## config.mk

```make
export PLATFORM = sky130hd
export DESIGN_NAME = cpu_bus_arbiter
export DESIGN_NICKNAME = d
export VERILOG_FILES = /design/src/rtl/cpu_bus_pkg.sv /design/src/rtl/cpu_bus_req_slot.sv /design/src/rtl/cpu_bus_arbiter.sv
export SDC_FILE = /design/constraint.sdc
export NUM_CORES = 1
export LEC_CHECK = 0
export ABC_CLOCK_PERIOD_IN_PS = 3400
export BUFFER_PORTS_ARGS = -buffer_cell sky130_fd_sc_hd__buf_2
export CAP_MARGIN = 20
export CORE_MARGIN = 2
export CORE_UTILIZATION = 54
export DETAILED_ROUTE_END_ITERATION = 6
export PLACE_DENSITY = 0.81
export SYNTH_ARGS = -nofsm -noshare
export SYNTH_HDL_FRONTEND = slang
export SYNTH_HIERARCHICAL = 1
export SYNTH_SLANG_ARGS = --single-unit
```

## constraint.sdc

```tcl
create_clock -name clock -period 3.4 [get_ports clock]
set_clock_uncertainty 0.2 [all_clocks]
set_input_delay 0.34 -clock clock [delete_from_list [all_inputs] [get_ports clock]]
set_output_delay 0.34 -clock clock [all_outputs]
set_load 0.02 [all_outputs]
```

## src/rtl/cpu_bus_pkg.sv

```systemverilog
// Shared types for the CPU memory-bus arbiter: FSM states, master ids and
// the request record carried by the holding slots and the bus register.
package cpu_bus_pkg;

   localparam int CNT_W = 16;

   typedef enum logic [1:0] {
      IDLE   = 2'd0,
      BUSY_I = 2'd1,
      BUSY_D = 2'd2
   } arb_state_t;

   typedef enum logic {
      M_I = 1'b0,
      M_D = 1'b1
   } master_t;

   typedef struct packed {
      logic [31:0] addr;
      logic        write;
      logic [3:0]  be;
      logic [31:0] wdata;
   } bus_req_t;

   // Fetches are always full-word reads.
   function automatic bus_req_t fetch_req(input logic [31:0] addr);
      fetch_req = '{addr: addr, write: 1'b0, be: 4'hF, wdata: 32'd0};
   endfunction

endpackage

```

## src/rtl/cpu_bus_req_slot.sv

```systemverilog
// One-entry holding register for a master request awaiting the bus.
module cpu_bus_req_slot
   import cpu_bus_pkg::*;
(
   input  logic     clock,
   input  logic     reset,
   input  logic     i_load,
   input  logic     i_clear,
   input  bus_req_t i_req,
   output logic     o_valid,
   output bus_req_t o_req
);

   logic     r_valid;
   bus_req_t r_req;

   always_ff @(posedge clock) begin
      if (reset) begin
         r_valid <= 1'b0;
         r_req   <= '0;
      end else if (i_load) begin
         r_valid <= 1'b1;
         r_req   <= i_req;
      end else if (i_clear) begin
         r_valid <= 1'b0;
      end
   end

   assign o_valid = r_valid;
   assign o_req   = r_req;

endmodule

```

## src/rtl/cpu_bus_arbiter.sv

```systemverilog
// Shares the external memory bus between the fetch (cpui) and data (cpud)
// ports, with alternating priority and a response timeout.
// IDLE: bus free | BUSY_I: fetch owns bus | BUSY_D: data owns bus
module cpu_bus_arbiter
   import cpu_bus_pkg::*;
#(
   parameter int unsigned TIMEOUT_CYCLES = 255,
   parameter logic [31:0] ERROR_RDATA    = 32'hDEADBEEF
) (
   input  logic        clock,
   input  logic        reset,
   input  logic        cpui_request,
   input  logic [31:0] cpui_addr,
   output logic [31:0] cpui_rdata,
   output logic        cpui_ack,
   input  logic        cpud_request,
   input  logic [31:0] cpud_addr,
   input  logic        cpud_write,
   input  logic [3:0]  cpud_byte_enable,
   input  logic [31:0] cpud_wdata,
   output logic [31:0] cpud_rdata,
   output logic        cpud_ack,
   output logic        mem_request,
   output logic [31:0] mem_addr,
   output logic        mem_write,
   output logic [3:0]  mem_byte_enable,
   output logic [31:0] mem_wdata,
   input  logic [31:0] mem_rdata,
   input  logic        mem_ack,
   output logic        bus_error,
   output logic        protocol_error
);

   localparam logic [CNT_W-1:0] TIMEOUT_CNT = CNT_W'(TIMEOUT_CYCLES);

   arb_state_t       r_state;
   master_t          r_last_grant;
   logic [CNT_W-1:0] r_count;
   bus_req_t         r_mem;
   logic             r_mem_request;
   logic             r_protocol_error;

   logic     w_slot_i_valid, w_slot_d_valid;
   bus_req_t w_slot_i_req, w_slot_d_req;
   bus_req_t w_req_i, w_req_d, w_req_d_new;
   logic     w_busy_i, w_busy_d, w_expire, w_done, w_timeout, w_free;
   logic     w_i_ok, w_d_ok, w_i_avail, w_d_avail, w_grant_i, w_grant_d;

   assign w_busy_i  = (r_state == BUSY_I);
   assign w_busy_d  = (r_state == BUSY_D);
   assign w_expire  = (w_busy_i || w_busy_d) && (r_count >= TIMEOUT_CNT);
   assign w_done    = (w_busy_i || w_busy_d) && (mem_ack || w_expire);
   assign w_timeout = w_done && !mem_ack;
   assign w_free    = (r_state == IDLE) || w_done;

   // A master may not re-request while its slot is full or it owns the bus.
   assign w_i_ok = cpui_request && !w_slot_i_valid && !w_busy_i;
   assign w_d_ok = cpud_request && !w_slot_d_valid && !w_busy_d;

   assign w_req_d_new = '{addr: cpud_addr, write: cpud_write,
                          be: cpud_byte_enable, wdata: cpud_wdata};
   assign w_req_i = w_slot_i_valid ? w_slot_i_req : fetch_req(cpui_addr);
   assign w_req_d = w_slot_d_valid ? w_slot_d_req : w_req_d_new;

   // Fresh requests bypass their slot straight into the grant decision.
   assign w_i_avail = w_slot_i_valid || w_i_ok;
   assign w_d_avail = w_slot_d_valid || w_d_ok;
   assign w_grant_d = w_free && w_d_avail && (!w_i_avail || (r_last_grant == M_I));
   assign w_grant_i = w_free && w_i_avail && !w_grant_d;

   cpu_bus_req_slot u_slot_i (
      .clock   (clock),
      .reset   (reset),
      .i_load  (w_i_ok && !w_grant_i),
      .i_clear (w_grant_i),
      .i_req   (fetch_req(cpui_addr)),
      .o_valid (w_slot_i_valid),
      .o_req   (w_slot_i_req)
   );

   cpu_bus_req_slot u_slot_d (
      .clock   (clock),
      .reset   (reset),
      .i_load  (w_d_ok && !w_grant_d),
      .i_clear (w_grant_d),
      .i_req   (w_req_d_new),
      .o_valid (w_slot_d_valid),
      .o_req   (w_slot_d_req)
   );

   always_ff @(posedge clock) begin
      if (reset) begin
         r_state          <= IDLE;
         r_last_grant     <= M_I;
         r_count          <= '0;
         r_mem            <= '0;
         r_mem_request    <= 1'b0;
         r_protocol_error <= 1'b0;
      end else begin
         r_mem_request <= 1'b0;
         if ((cpui_request && !w_i_ok) || (cpud_request && !w_d_ok))
            r_protocol_error <= 1'b1;
         if (w_grant_d) begin
            r_mem         <= w_req_d;
            r_mem_request <= 1'b1;
            r_state       <= BUSY_D;
            r_last_grant  <= M_D;
            r_count       <= '0;
         end else if (w_grant_i) begin
            r_mem         <= w_req_i;
            r_mem_request <= 1'b1;
            r_state       <= BUSY_I;
            r_last_grant  <= M_I;
            r_count       <= '0;
         end else if (w_done) begin
            r_state <= IDLE;
         end else if ((w_busy_i || w_busy_d) && (r_count != {CNT_W{1'b1}})) begin
            r_count <= r_count + 1'b1;
         end
      end
   end

   assign cpui_ack   = w_busy_i && w_done;
   assign cpud_ack   = w_busy_d && w_done;
   assign cpui_rdata = (w_busy_i && w_timeout) ? ERROR_RDATA : mem_rdata;
   assign cpud_rdata = (w_busy_d && w_timeout) ? ERROR_RDATA : mem_rdata;
   assign bus_error  = w_timeout;

   assign mem_request     = r_mem_request;
   assign mem_addr        = r_mem.addr;
   assign mem_write       = r_mem.write;
   assign mem_byte_enable = r_mem.be;
   assign mem_wdata       = r_mem.wdata;
   assign protocol_error  = r_protocol_error;

endmodule

```

Word-level counts from Yosys, hierarchy flattened
Cells that the tools add are included.

word-level totals
  flip-flop bits (word level) = 194
  word-level logic and storage cells = 87
  input bits = 138
  output and inout bits = 138

operators by class
  equality and inequality tests = 3
  multiplexer cells = 16
  order comparisons = 1
  reduce and logical (&&, ||, !) cells = 46
  add/sub/neg operators = 1
  bitwise operators = 2

operators with widths
  operator                                                                               count
  69-bit two-way mux                                                                     4
  32-bit two-way mux                                                                     2
  1-bit logical AND                                                                      20
  16-bit by 1-bit adder with 16-bit output (second input constant)                       1
  16-bit by 8-bit greater-or-equal comparator with 1-bit output (second input constant)  1
  16-bit != test (second input constant)                                                 1
  1-bit logical NOT                                                                      10
  2-bit nonzero test                                                                     4
  1-bit logical OR                                                                       7
  1-bit two-way mux                                                                      7
  2-bit two-way mux                                                                      3
  3-bit nonzero test                                                                     1
  3-bit OR reduction                                                                     1
  2-bit by 1-bit == test with 1-bit output (second input constant)                       1
  2-bit == test (second input constant)                                                  1
  2-bit logical NOT                                                                      1
  1-bit inverter                                                                         2
  2-bit AND reduction                                                                    1
  2-bit OR reduction                                                                     1

Logic depth before layout (Yosys ltp)
Gate-level depths: netlist of the first run.

  depth in word-level cells = 13
  mapped depth = 10
  depth with buffers taken out = 8

Modules after synthesis
Netlist of the first run, hierarchy kept.

by module, submodules not included
  module            area each (um2)  times used  seq. area each (um2)  cells each
  cpu_bus_arbiter   6,020.8          1           1,801.7               653
  cpu_bus_req_slot  2,514.9          2           1,401.3               227

Worst setup path before layout of the first run
Ideal clock, no wire load.

  kind = register to register
  start point = register r_count[0]
  end point = register u_slot_i.r_req, in the netlist u_slot_i/o_req[37]
  required time = 3,072 ps
  setup time = 128 ps
  slack = 879 ps
  stages on the path, launching flop included = 11
  path buffers = 3
  clock period less this slack = 2,521 ps
  arrival time = 2,193 ps
  cells stage by stage = dfxtp_1 > ha_1 > and4_1 > buf_4 > o31ai_4 > nor3_2 > nor4b_1 > buf_6 > buf_8 > mux2i_1 > nor2_1

on the way
  word-level cells in the longest chain between the ends = 11
  elaborated cells on any way between the ends = 12
  those cells by class = order compare (1); reduce/logical (11)

RTL lines
  element                                                          line                    RTL
  start: declaration                                               cpu_bus_arbiter.sv:38   logic [CNT_W-1:0] r_count;
  start signal: assignment                                         cpu_bus_arbiter.sv:118  r_count <= r_count + 1'b1;
  16-bit by 8-bit greater-or-equal comparator with 1-bit output *  cpu_bus_arbiter.sv:51   assign w_expire = (w_busy_i || w_busy_d) && (r_count >= TIMEOUT_CNT);
  1-bit logical AND *                                              cpu_bus_arbiter.sv:51
  1-bit logical OR *                                               cpu_bus_arbiter.sv:52   assign w_done = (w_busy_i || w_busy_d) && (mem_ack || w_expire);
  1-bit logical AND *                                              cpu_bus_arbiter.sv:52
  1-bit logical OR *                                               cpu_bus_arbiter.sv:54   assign w_free = (r_state == IDLE) || w_done;
  1-bit logical AND (2 in series)                                  cpu_bus_arbiter.sv:68   assign w_grant_d = w_free && w_d_avail && (!w_i_avail || (r_last_grant == M_I));
  1-bit logical NOT                                                cpu_bus_arbiter.sv:69   assign w_grant_i = w_free && w_i_avail && !w_grant_d;
  1-bit logical AND *                                              cpu_bus_arbiter.sv:69
  net w_grant_i                                                    cpu_bus_arbiter.sv:47   logic w_i_ok, w_d_ok, w_i_avail, w_d_avail, w_grant_i, w_grant_d;
  1-bit logical NOT *                                              cpu_bus_arbiter.sv:74   .i_load (w_i_ok && !w_grant_i),
  1-bit logical AND *                                              cpu_bus_arbiter.sv:74
  end signal: assignment                                           cpu_bus_req_slot.sv:23  r_req <= i_req;
  end: declaration                                                 cpu_bus_req_slot.sv:15  bus_req_t r_req;

The timed path passes the listed nets; every way through them passes the cells marked *.
A chain may end at the register's enable or synchronous reset.

Final worst setup path of the first run
  start point = register r_count[0]
  end point = output port cpui_rdata[22]

on the way
  word-level cells in the longest chain between the ends = 7

RTL lines
  element                                                        line                    RTL
  16-bit by 8-bit greater-or-equal comparator with 1-bit output  cpu_bus_arbiter.sv:51
  1-bit logical AND                                              cpu_bus_arbiter.sv:51
  1-bit logical OR                                               cpu_bus_arbiter.sv:52
  1-bit logical AND                                              cpu_bus_arbiter.sv:52
  1-bit logical AND                                              cpu_bus_arbiter.sv:53   assign w_timeout = w_done && !mem_ack;
  1-bit logical AND                                              cpu_bus_arbiter.sv:125  assign cpui_rdata = (w_busy_i && w_timeout) ? ERROR_RDATA : mem_rdata;
  32-bit two-way mux                                             cpu_bus_arbiter.sv:125
  end: declaration                                               cpu_bus_arbiter.sv:14   output logic [31:0] cpui_rdata,

Every way passes these cells.

==> metrics, run 1 <==
Worst-Skew Late Latency=0.51 ns; Synth Instances=1107; Hold Violations, Final=0; Design Area, Final=0.0144 mm²; Ys Warns=6; worst path required time=2.86 ns; root buffer cell=clkbuf_16; gr usage total=0.274; DRT Wirelength=31.1 mm; Pre-antenna DRT Iters=5; Max-slew headroom=0.350; flops & latches, synth=230; crit path kind=register to primary output; fraction of registers with async set/reset=0; Slew @ Worst Pin=0.970 ns; RSZ-0062 raised after global routing=false; Final Cycle Share=0.912; Hold Crit Class=input port to register; Commonest cells post-synth=dfxtp_1, nor2_1, mux2i_1; R2R Setup Slk=0.40 ns; syn avg cell area=9.98 µm²; layout cell share with drive strength beyond 1=0.313; Design Power=12.1 mW; GP Congestion=0.811; initial core utilization=0.548; first-pass GRT wire length=49.3 mm; GRT overflow=0; Post-Syn Area=0.0111 mm²; final setup TNS=0 ns; Antenna Nets Post-Route=0; area post-placement=0.0125 mm²; gr busiest metal=met2; Rows=52; Lkg Pwr=6.12 nW; dpl hpwl=17.7 mm; Area Overhead vs Synth=30.1%; Slew Viols, Final=0; met1 usage=0.345; DR DRC count=0; most common cell in the synthesized netlist=dfxtp_1; port bufs=275; largest net degree at the start of global routing=105; nets@finish=1609; Seq/Total Area, Yosys=0.417; Die Wd=147 µm; Worst VDD drop=0.000604 V; vias in the first global route=9803; Synth area leaders=dfxtp_1, mux2i_1, mux2_2; Synth Flop Type=dfxtp_1; Yosys cell types=52; cell type with the largest total area after synthesis=dfxtp_1; post-synth top area share=0.417; Core ar.=0.0202 mm²; Post-CTS Resized=0; clk sinks=230; final setup fails=0; crit end category=primary output; Die Ht=147 µm; Die ar.=0.0216 mm²; met2 usage=0.472; fin crit period=3.10 ns; IO Pins=276; CTS Buffer Depth=3; Clock Pin Slew Worst Setup and Hold Paths=0.06 ns; Post-CTS Setup Inserts=0; Post-synth EDFFs=0; Crit Path Max Fanout=32; worst path arrival time=2.56 ns; CTS tree=done; wire per inst=17.7 µm; total CTS buffers=24; Power Density=841 mW/mm²; CTS HTree Levels=1; Initial DRC Count=673; crit path launch type=register; GR Layer Usage met3=0.0432; Fmax=322 MHz; initial antenna violation count=1; vias=9742; run status=completed; vias per inst=5.55; max_cap viols=0
## placed cells by master (no fill, tap or decap), types with 5 or more instances in the layout
cell / instances
nor2b_1: 5
nand2b_1: 80
buf_4: 15
clkbuf_1: 6
nor2_1: 182
dlygate4sd3_1: 103
and2_1: 26
xnor2_1: 6
a22oi_1: 59
or3b_1: 8
a21oi_1: 5
buf_2: 274
conb_1: 37
o21ai_0: 7
a221oi_1: 8
o22a_1: 10
clkbuf_16: 24
o41ai_1: 33
mux2i_1: 154
mux2_2: 85
inv_1: 5
o32ai_1: 26
clkbuf_8: 5
nand3_1: 5
or3b_2: 25
dfxtp_1: 228
## path summary, 6_finish.rpt
path | start | cells after the start | end
setup / recovery | r_count[0] | 7 | cpui_rdata[22]
hold / removal | reset | 2 | u_slot_d/o_req[13]
setup reg to reg | r_state[0] | 9 | u_slot_i/o_req[58]
hold reg to reg | r_count[15] | 1 | r_count[15]
## power by group
group          leakage, nW  internal, mW  total (mW)  switching (mW)
clock network        0.386          1.57        2.64            1.08
logic                 3.85          2.23        5.49            3.26
registers             1.88          3.44        3.95           0.513
## worst max-delay path: stages, from the launching register on
cell and delay (ns):
dfxtp_1 0.41, ha_1 0.26, and4_1 0.40, o21a_2 0.27
nand3b_1 0.09, buf_4 0.24, and2_1 0.20, buf_2 0.16
## layout make-up
class,count,area [µm²]
diodes,1,2.50
clock inverters,8,106
well taps,270,338
repair buffers,397,2610
inverters,5,18.8
flip-flops and latches,230,4610
clock buffers,35,692
fillers,1468,5790
multi-input cells,809,6000
## cell families after synthesis
| logic type | after synthesis | share of synthesized area |
|---|---|---|
| flops | 230 | 0.417 |
| fa+ha+maj | 4 | 0.00453 |
| compound gates | 162 | 0.120 |
| buf+inv | 103 | 0.0546 |
| simple gates | 360 | 0.172 |
| other cells | 2 | 0.000680 |
| mux | 239 | 0.226 |
| xor+xnor | 7 | 0.00555 |
## registers in the layout, indices dropped and copies added, names as in the netlist, 2 cells and up
signal and flops:
u_slot_d/o_req 69, r_count 16, r_state 2, u_slot_i/o_req 69, mem_byte_enable 4, mem_addr 32, mem_wdata 32
## per-layer routing
| metal | wire, µm | vias up | share of wire |
|---|---|---|---|
| met4 | 964 | 0 | 0.031 |
| met5 | 0 | - | 0 |
| met1 | 12900 | 4632 | 0.41 |
| met2 | 15400 | 379 | 0.50 |
| met3 | 1790 | 86 | 0.058 |
| li1 | - | 4645 | - |
## metrics by stage
| step | setup slack, ns | cells | utilization | hold WS [ns] |
|---|---|---|---|---|
| global route | 0.151 | 1755 | 0.713 | 0.0888 |
| detailed placement | 0.550 | 1608 | 0.622 | 0.253 |
| global placement | 0.641 | 1608 | 0.622 | 0.245 |
| finish | 0.298 | 1755 | 0.713 | 0.0645 |
| floorplan | 0.879 | 1142 | - | 0.231 |
| CTS | 0.294 | 1754 | 0.713 | 0.0616 |
## repair_timing
action                                 in CTS  in global routing
endpoints found under the hold margin     102                  0
hold buffers                              103                  0
setup endpoints to repair                   0                  0
(Power assumes the default switching activity.)
==> run 2: changes to the inputs <==
Settings changed: ABC_AREA set to 1, CORE_UTILIZATION 54 to 55, MAX_ROUTING_LAYER set to met4, PLACE_DENSITY 0.81 to 0.82.
==> run 2 against run 1 <==
Fmax shrank 0.12%; total power increased by 9.8%; area after synthesis up 5.1%; wire length grew 13%; critical path type unchanged; largest power group unchanged.
==> metrics, run 2 <==
Rows=53; Crit Path Max Fanout=32; dpl hpwl=20.6 mm; initial antenna violation count=2; critical path cell sequence=ha_1, nand2_1, nor2_1, nand2_1, nand3_1, nand2_1, nor2_1, nand2_1, buf_4, nand2_1, buf_2; clk sinks=230; fin crit period=3.11 ns; Antenna Nets Post-Route=0; Slew Viols, Final=0; Ys Warns=6; root buffer cell=clkbuf_16; worst path arrival time=2.57 ns; Hold Slack=0.0308 ns; Post-Syn Area=0.0116 mm²; Final Cycle Share=0.913; Pre-antenna DRT Iters=5; run status=completed; worst path required time=2.86 ns; final setup TNS=0 ns; Power Density=890 mW/mm²; DRT Wirelength=35.3 mm; GP Congestion=0.807; commonest non-fill, non-tap cells in the layout=buf_2, nand2_1, dfxtp_1; slowest stage delay, CP=0.39 ns; RSZ-0062 raised after global routing=false; Synth area leaders=dfxtp_1, mux2_2, nand2_1; crit path kind=register to primary output; Seq/Total Area, Yosys=0.396; Die Wd=149 µm; leading cell type in the layout, fill and taps excluded=buf_2; Synth Instances=1580; layout cell share with drive strength beyond 1=0.304; CTS tree=done; CTS Buffer Depth=3; Hold Path Cell Cnt=5; final setup fails=0; most common cell in the synthesized netlist=nand2_1; Max-slew headroom=0.303; vias per inst=5.35; Fmax=322 MHz; Commonest cells post-synth=nand2_1, dfxtp_1, inv_1; Worst VDD drop=0.000671 V; Post-synth EDFFs=0; Worst-Skew Late Latency=0.53 ns; Hold Violations, Final=0; crit end category=primary output; critical-path cell with the highest stage delay=dfxtp_1; port bufs=275; IO Pins=276; nets@finish=2069; CP dominant cell by count=nand2_1; Design Power=13.3 mW; post-synth top area share=0.396; Post-CTS Resized=0; Core ar.=0.0209 mm²; Die Ht=149 µm; Place WS=0.545 ns; wire per inst=15.9 µm; vias in the first global route=11600; r2r worst-path depth=10; Clock Pin Slew Worst Setup and Hold Paths=0.06 ns; largest net degree at the start of global routing=92; vias=11900; Area Overhead vs Synth=28.4%; Lkg Pwr=7.70 nW; total CTS buffers=25; Final WS setup=0.295 ns; initial core utilization=0.556; utilization of the core after routing=0.714; max_cap viols=0; Hold Crit Class=input port to register; DR DRC count=0; cell type with the largest total area after synthesis=dfxtp_1; CTS HTree Levels=1; Yosys cell types=28; syn avg cell area=7.35 µm²; gr usage total=0.312; Synth Flop Type=dfxtp_1; Slew @ Worst Pin=1.05 ns; crit path launch type=register; Initial DRC Count=779; first-pass GRT wire length=55.4 mm; fraction of registers with async set/reset=0; Die ar.=0.0223 mm²; flops & latches, synth=230; GRT overflow=0
[run 2: metrics by stage]
step	cells	cell area [µm²]
after detailed placement	2072	13100
after floorplan	1615	11700
after global routing	2216	14900
final	2217	14900
after global placement	2072	13100
after CTS	2213	14900
[run 2: layout make-up]
| type | instances | area, µm² |
|---|---|---|
| Clock inverter | 6 | 81.3 |
| Multi-Input combinational cell | 1089 | 5860 |
| Sequential cell | 230 | 4610 |
| Tap cell | 275 | 344 |
| Antenna cell | 3 | 7.51 |
| Timing Repair Buffer | 401 | 2630 |
| Clock buffer | 33 | 696 |
| Inverter | 180 | 686 |
| Fill cell | 1562 | 5970 |
[run 2: kinds of logic (layout without fill, tap and decap cells)]
logic type,after synthesis,count (layout),share of synthesized area
other cells,2,40,0.000647
buf+inv,296,620,0.113
simple gates,790,790,0.317
xor+xnor,5,5,0.00377
fa+ha+maj,4,4,0.00431
mux,101,101,0.0979
compound gates,152,152,0.0676
flops,230,230,0.396
[run 2: worst paths after layout]
check,end,slack (ns),startpoint
worst min-delay path,protocol_error,0.03,cpud_request
worst min register to register,r_count[15],0.23,r_count[15]
worst max-delay path,cpui_rdata[18],0.29,r_count[0]
worst max register to register,u_slot_i/o_req[37],0.46,r_state[1]
[run 2: what timing repair did]
| item | 4_1_cts | 5_1_grt |
|---|---|---|
| setup buffers | 0 | 0 |
| hold buffers | 102 | 0 |
| endpoints found under the hold margin | 106 | 0 |
[run 2: where the power goes]
group          switching, mW  internal, mW  total [mW]
combinational           4.18          2.09        6.27
clock                   1.09          1.57        2.66
sequential             0.592          3.75        4.35
[run 2: per-layer routing]
| metal | global-route usage | routed length (µm) |
|---|---|---|
| met4 | 0.121 | 1240 |
| met5 | - | 0 |
| met3 | 0.0471 | 2340 |
| met1 | 0.367 | 14300 |
| met2 | 0.536 | 17300 |
[run 2: critical path, delay by kind of cell (launching register included)]
family	cells	cell delay, ns
AND/OR/NAND/NOR	8	1.04
flip-flops	1	0.39
adder cells (fa/ha/maj)	1	0.19
buffers and inverters	2	0.42
